===== config.mk =====
export PLATFORM = sky130hd
export DESIGN_NAME = case_2
export DESIGN_NICKNAME = d
export VERILOG_FILES = /design/src/rtl/case_2.sv
export SDC_FILE = /design/constraint.sdc
export NUM_CORES = 1
export LEC_CHECK = 0
export ABC_AREA = 1
export BUFFER_PORTS_ARGS = -buffer_cell sky130_fd_sc_hd__buf_2
export CELL_PAD_IN_SITES_DETAIL_PLACEMENT = 1
export CELL_PAD_IN_SITES_GLOBAL_PLACEMENT = 2
export CORE_MARGIN = 2
export CORE_UTILIZATION = 23
export DETAILED_ROUTE_END_ITERATION = 8
export PLACE_DENSITY = 0.75
export SLEW_MARGIN = 20
export SYNTH_ARGS = -nofsm -noshare
export SYNTH_HDL_FRONTEND = slang
export SYNTH_SLANG_ARGS = --single-unit

===== constraint.sdc =====
create_clock -name clk -period 1.8 [get_ports clk]
set_clock_uncertainty 0.2 [all_clocks]
set_input_delay 0.27 -clock clk [delete_from_list [all_inputs] [get_ports clk]]
set_output_delay 0.27 -clock clk [all_outputs]
set_load 0.02 [all_outputs]

===== src/rtl/case_2.sv =====
// T-junction traffic signal controller: Moore FSM stepped by a 1 Hz tick.
// The side road is served only when a vehicle is waiting as main road 1 finishes its turn phase.
module case_2 #(
    parameter int T_S1 = 7,
    parameter int T_S2 = 2,
    parameter int T_S3 = 5,
    parameter int T_S4 = 2,
    parameter int T_S5 = 3,
    parameter int T_S6 = 2
) (
    output logic [2:0] main_road1,
    output logic [2:0] main_road1T,
    output logic [2:0] main_road2,
    output logic [2:0] side_road,
    input  logic       SENSOR,
    input  logic       clk,
    output logic [7:0] count,
    input  logic       rst_n
);

    localparam logic [2:0] RED    = 3'b100;
    localparam logic [2:0] YELLOW = 3'b010;
    localparam logic [2:0] GREEN  = 3'b001;

    // Terminal count of each state: the state ends on the edge where count equals this.
    localparam logic [7:0] LAST_S1 = 8'(T_S1 - 1);
    localparam logic [7:0] LAST_S2 = 8'(T_S2 - 1);
    localparam logic [7:0] LAST_S3 = 8'(T_S3 - 1);
    localparam logic [7:0] LAST_S4 = 8'(T_S4 - 1);
    localparam logic [7:0] LAST_S5 = 8'(T_S5 - 1);
    localparam logic [7:0] LAST_S6 = 8'(T_S6 - 1);

    typedef enum logic [2:0] {
        S1 = 3'd0,
        S2 = 3'd1,
        S3 = 3'd2,
        S4 = 3'd3,
        S5 = 3'd4,
        S6 = 3'd5
    } state_t;

    state_t     state_q, state_d;
    logic [7:0] count_q, count_d;
    logic [7:0] last;
    state_t     state_nxt;

    always_ff @(posedge clk or negedge rst_n) begin
        if (!rst_n) begin
            state_q <= S1;
            count_q <= 8'd0;
        end else begin
            state_q <= state_d;
            count_q <= count_d;
        end
    end

    always_comb begin
        last      = 8'd0;
        state_nxt = S1;
        state_d   = S1;
        count_d   = 8'd0;
        case (state_q)
            S1: begin last = LAST_S1; state_nxt = S2; end
            S2: begin last = LAST_S2; state_nxt = S3; end
            S3: begin last = LAST_S3; state_nxt = S4; end
            S4: begin last = LAST_S4; state_nxt = SENSOR ? S5 : S1; end
            S5: begin last = LAST_S5; state_nxt = S6; end
            S6: begin last = LAST_S6; state_nxt = S1; end
            default: begin last = 8'd0; state_nxt = S1; end
        endcase
        // An illegal encoding has last=0, so it falls straight back to S1 with count cleared.
        if (count_q >= last) begin
            state_d = state_nxt;
            count_d = 8'd0;
        end else begin
            state_d = state_q;
            count_d = count_q + 8'd1;
        end
    end

    always_comb begin
        main_road1  = RED;
        main_road1T = RED;
        main_road2  = RED;
        side_road   = RED;
        case (state_q)
            S1: begin main_road1 = GREEN;  main_road2  = GREEN;  end
            S2: begin main_road1 = GREEN;  main_road2  = YELLOW; end
            S3: begin main_road1 = GREEN;  main_road1T = GREEN;  end
            S4: begin main_road1 = YELLOW; main_road1T = YELLOW; end
            S5: side_road = GREEN;
            S6: side_road = YELLOW;
            default: ;
        endcase
    end

    assign count = count_q;

endmodule


==> qor.csv <==
stage,metric,value,unit
routing,routed via count,553,
worst_setup_path,endpoint class of the critical path,output pin,
clock_tree,maximum clock path buffer count,2,
clock_tree,CTS Buf Count,3,
sta,Final Setup Violations,0,
synthesis,fraction of the yosys area taken by sequential cells,45.1,%
grt,number of antenna violations at the first check in global routing,0,
synthesis,portion of synthesized cell area occupied by the leading cell type,45.1,%
layout,synthesis-to-layout area growth,36.1,%
clock_tree,CTS tree,yes,
sta,"Min Clock Period, post-route",1.71,ns
clock_tree,clock-pin slew of the registers on the worst-case setup and hold paths,0.06,ns
synthesis,share of the synthesized netlist area taken by xor and xnor gates,1.43,%
synthesis,Synth Flop Type,sky130_fd_sc_hd__dfrtp_1,
placed_design,detailed-placement wirelength estimate,1.11,mm
synthesis,Mapped Cells,76,
synthesis,"post-synthesis share of cell area spent on full adders, half adders and majority gates",8.20,%
floorplan,Core Region,0.00250,sq mm
sta,highest clock rate,585,MHz
routing,Detail Route Antenna Nets,0,
grt,maximum number of pins on one net before global-route repair,12,
synthesis,ranking of synthesized cells by area,"sky130_fd_sc_hd__dfrtp_1 (45%), sky130_fd_sc_hd__nand2_1 (12%), sky130_fd_sc_hd__ha_1 (8.2%)",
sta,Final Worst Setup Slack,0.0904,ns
power,Switching Share,48.4,%
synthesis,most numerous cell in the Yosys netlist,sky130_fd_sc_hd__nand2_1,
routing,total routed wirelength,1.32,mm
worst_setup_path,delay of the slowest cell on the worst path,0.41,ns
layout,NumNets Final,114,
worst_setup_path,maximum fanout encountered on the critical timing path,7,
synthesis,dominant cell type by area after synthesis,sky130_fd_sc_hd__dfrtp_1,
synthesis,count of flip-flops with a built-in enable after synthesis,0,
synthesis,"FFs w/ async S/R, synth",100,%
synthesis,Yosys cell types,17,
floorplan,initial core utilization,24.4,%
layout,ANT cells,0,
power,part of the power in registers,26.2,%
synthesis,fraction of the mapped netlist area in compound gates,2.46,%
worst_setup_path,cell repeated most along the worst path,sky130_fd_sc_hd__inv_2,
synthesis,top post-synthesis cells by count,"sky130_fd_sc_hd__nand2_1 (19), sky130_fd_sc_hd__dfrtp_1 (11), sky130_fd_sc_hd__inv_1 (11), sky130_fd_sc_hd__nor2_1 (9), sky130_fd_sc_hd__nand3_1 (6)",
routing,starting DRC count in detailed routing,8,
grt,total routing usage reported by global routing,8.96,%
clock_tree,CTS root buffer,sky130_fd_sc_hd__clkbuf_4,
placed_design,I/O Buffers,22,
clock_tree,H-tree depth,1,
outcome,status,finished clean,
power,pwr/cell area,1560,mW/mm^2
clock_tree,source-to-sink clock delay at the later pin of the worst-skew pair,0.26,ns
worst_setup_path,critical-path cell list,buf_4 > inv_2 > nand3_1 > inv_2 > buf_2,
clock_tree,number of sinks driven by the clock tree,11,
grt,grt total ovfl,0,
synthesis,Ys Warns,0,
floorplan,Die Outline Area,0.00308,sq mm
power,maximum vdd ir drop,0.642,mV
worst_setup_path,Required @ worst endpoint,1.33,ns
floorplan,Cell Rows,18,
synthesis,portion of netlist area occupied by mux cells,0,%
synthesis,cell area after synthesis,611,sq um
worst_setup_path,"slowest stage cell, crit path",sky130_fd_sc_hd__dfrtp_1,
worst_setup_path,Startpoint Class,flop,
synthesis,main combinational cell family by area after synthesis,simple AND/OR/NAND/NOR gates,
placed_design,final RePlAce weighted congestion,0.760,
layout,share of layout cells above drive strength 1,37.7,%
sta,Final Hold Fails,0,
worst_setup_path,Worst path top cell family by delay,buffers and inverters,
power,LEAKAGE,0.507,nW
synthesis,fraction of the mapped netlist area in simple logic gates,29.5,%
flow_run,number of max-cap violations,0,
routing,WL/cell,9.68,um
placed_design,worst slack after detailed placement,0.0440,ns
worst_setup_path,sum of buffers and inverters on the critical path,4,
worst_setup_path,data arrival time of the critical path,1.24,ns
grt,number of global-route vias before repair,496,
sta,Hold WS,0.116,ns
min_path,classification of the worst-slack hold path,in -> reg,
routing,vias per std cell,4.07,
synthesis,Seq cells post-synth,11,
worst_setup_path,type of the worst setup path,reg -> out,
power,clock network power share,12.6,%
sta,count of pins over their slew limit,0,
floorplan,I/O pins,23,
routing,number of remaining DRC errors,0,
sta,share of the cycle needed by the critical path after routing,95.0,%
power,sw power,0.629,mW
grt,global-route wire length before repair,2.20,mm
power,Combinational Power Share,61.2,%
power,internal cell power,0.671,mW
sta,unrepaired setup endpoints after global routing,yes,
floorplan,die height,55.5,um
worst_setup_path,reg-to-reg startpoint,state_q[0],
synthesis,synthesized area per cell,8.03,sq um
worst_setup_path,startpoint of the worst setup timing path,state_q[2],
routing,number of detailed-route iterations in the first pass,2,
floorplan,horizontal extent of the die,55.5,um
min_path,Worst Min Path Start,SENSOR,
[through the flow]
stage               instance area [sq um]  TNS, ns  cells  power (mW)  utilization (%)
floorplan                             622        0     79       0.864                -
global placement                      778        0    131        1.10             31.1
detailed placement                    778        0    131        1.11             31.1
CTS                                   815        0    136        1.29             32.6
global route                          831  -0.0145    136        1.43             33.2
finish                                831        0    136        1.30             33.2
[logic make-up (layout without fill, tap and decap cells)]
family / after synthesis / after routing
XOR/XNOR: 1 / 1
buffers and inverters: 18 / 45
flip-flops: 11 / 11
adder cells (fa/ha/maj): 4 / 4
AO/OA/AOI/OAI: 3 / 3
other: 1 / 4
AND/OR/NAND/NOR: 38 / 38
[repair_timing]
action,4_1_cts,5_1_grt
hold endpoints to repair,11,0
buffers inserted,0,0
resized for setup,0,6
endpoints found under the setup margin,0,8
hold buffers,1,0
[final timing paths]
| kind | to | depth (start not counted) | slack (ns) |
|---|---|---|---|
| worst min-delay path | state_q[2] | 5 | 0.12 |
| worst max-delay path | main_road1T[1] | 5 | 0.09 |
| worst max register to register | state_q[2] | 11 | 0.11 |
| worst min register to register | count[0] | 1 | 0.33 |
| min in group asynchronous | count[0] | 2 | 0.20 |
| max in group asynchronous | state_q[0] | 2 | 0.98 |
[worst register-to-register path: stages, from the launching register on]
cell and delay (ns):
sky130_fd_sc_hd__dfrtp_2 0.43, sky130_fd_sc_hd__inv_1 0.08, sky130_fd_sc_hd__a21oi_1 0.13, sky130_fd_sc_hd__ha_1 0.24
sky130_fd_sc_hd__inv_1 0.05, sky130_fd_sc_hd__nand2_1 0.04, sky130_fd_sc_hd__nand2_1 0.05, sky130_fd_sc_hd__nand2_1 0.06
sky130_fd_sc_hd__nand2_2 0.10, sky130_fd_sc_hd__nand2_4 0.09, sky130_fd_sc_hd__nand2_1 0.07, sky130_fd_sc_hd__nand2_1 0.05
[layout make-up]
type / instances / area [sq um]
Clock buffer: 4 / 26.3
Fill cell: 311 / 1670
Inverter: 13 / 48.8
Multi-Input combinational cell: 50 / 282
Sequential cell: 11 / 277
Tap cell: 30 / 37.5
Timing Repair Buffer: 28 / 160
[cells in the final DEF (no fill, tap or decap), drive strengths merged]
cell,count
buf,27
nand2,20
inv,13
dfrtp,11
nor2,10
nand3,6
ha,4
conb,4
clkbuf,4
a21oi,3
nor3,1
or2,1
xnor2,1
dlygate4sd3,1
[power by group through the flow]
| stage | Combinational, mW | Clock (mW) | Sequential [mW] |
|---|---|---|---|
| after floorplan | 0.554 | 0 | 0.310 |
| after global placement | 0.773 | 0 | 0.331 |
| after detailed placement | 0.779 | 0 | 0.336 |
| after CTS | 0.785 | 0.174 | 0.331 |
| after global routing | 0.889 | 0.186 | 0.352 |
| final | 0.795 | 0.164 | 0.341 |
[per-layer routing]
| layer | part of all wire (%) | GRT usage [%] | vias to the layer above |
|---|---|---|---|
| li1 | - | - | 281 |
| met1 | 48 | 12.6 | 253 |
| met2 | 45 | 12.8 | 19 |
| met3 | 6.3 | 3.04 | 0 |
| met4 | 0 | 3.14 | 0 |
| met5 | 0 | 0 | - |
[sequential cells by signal, summed over array words and instances (netlist names)]
| register | cells |
|---|---|
| count | 8 |
| state_q | 3 |
Power figures use the tool's default switching activity.
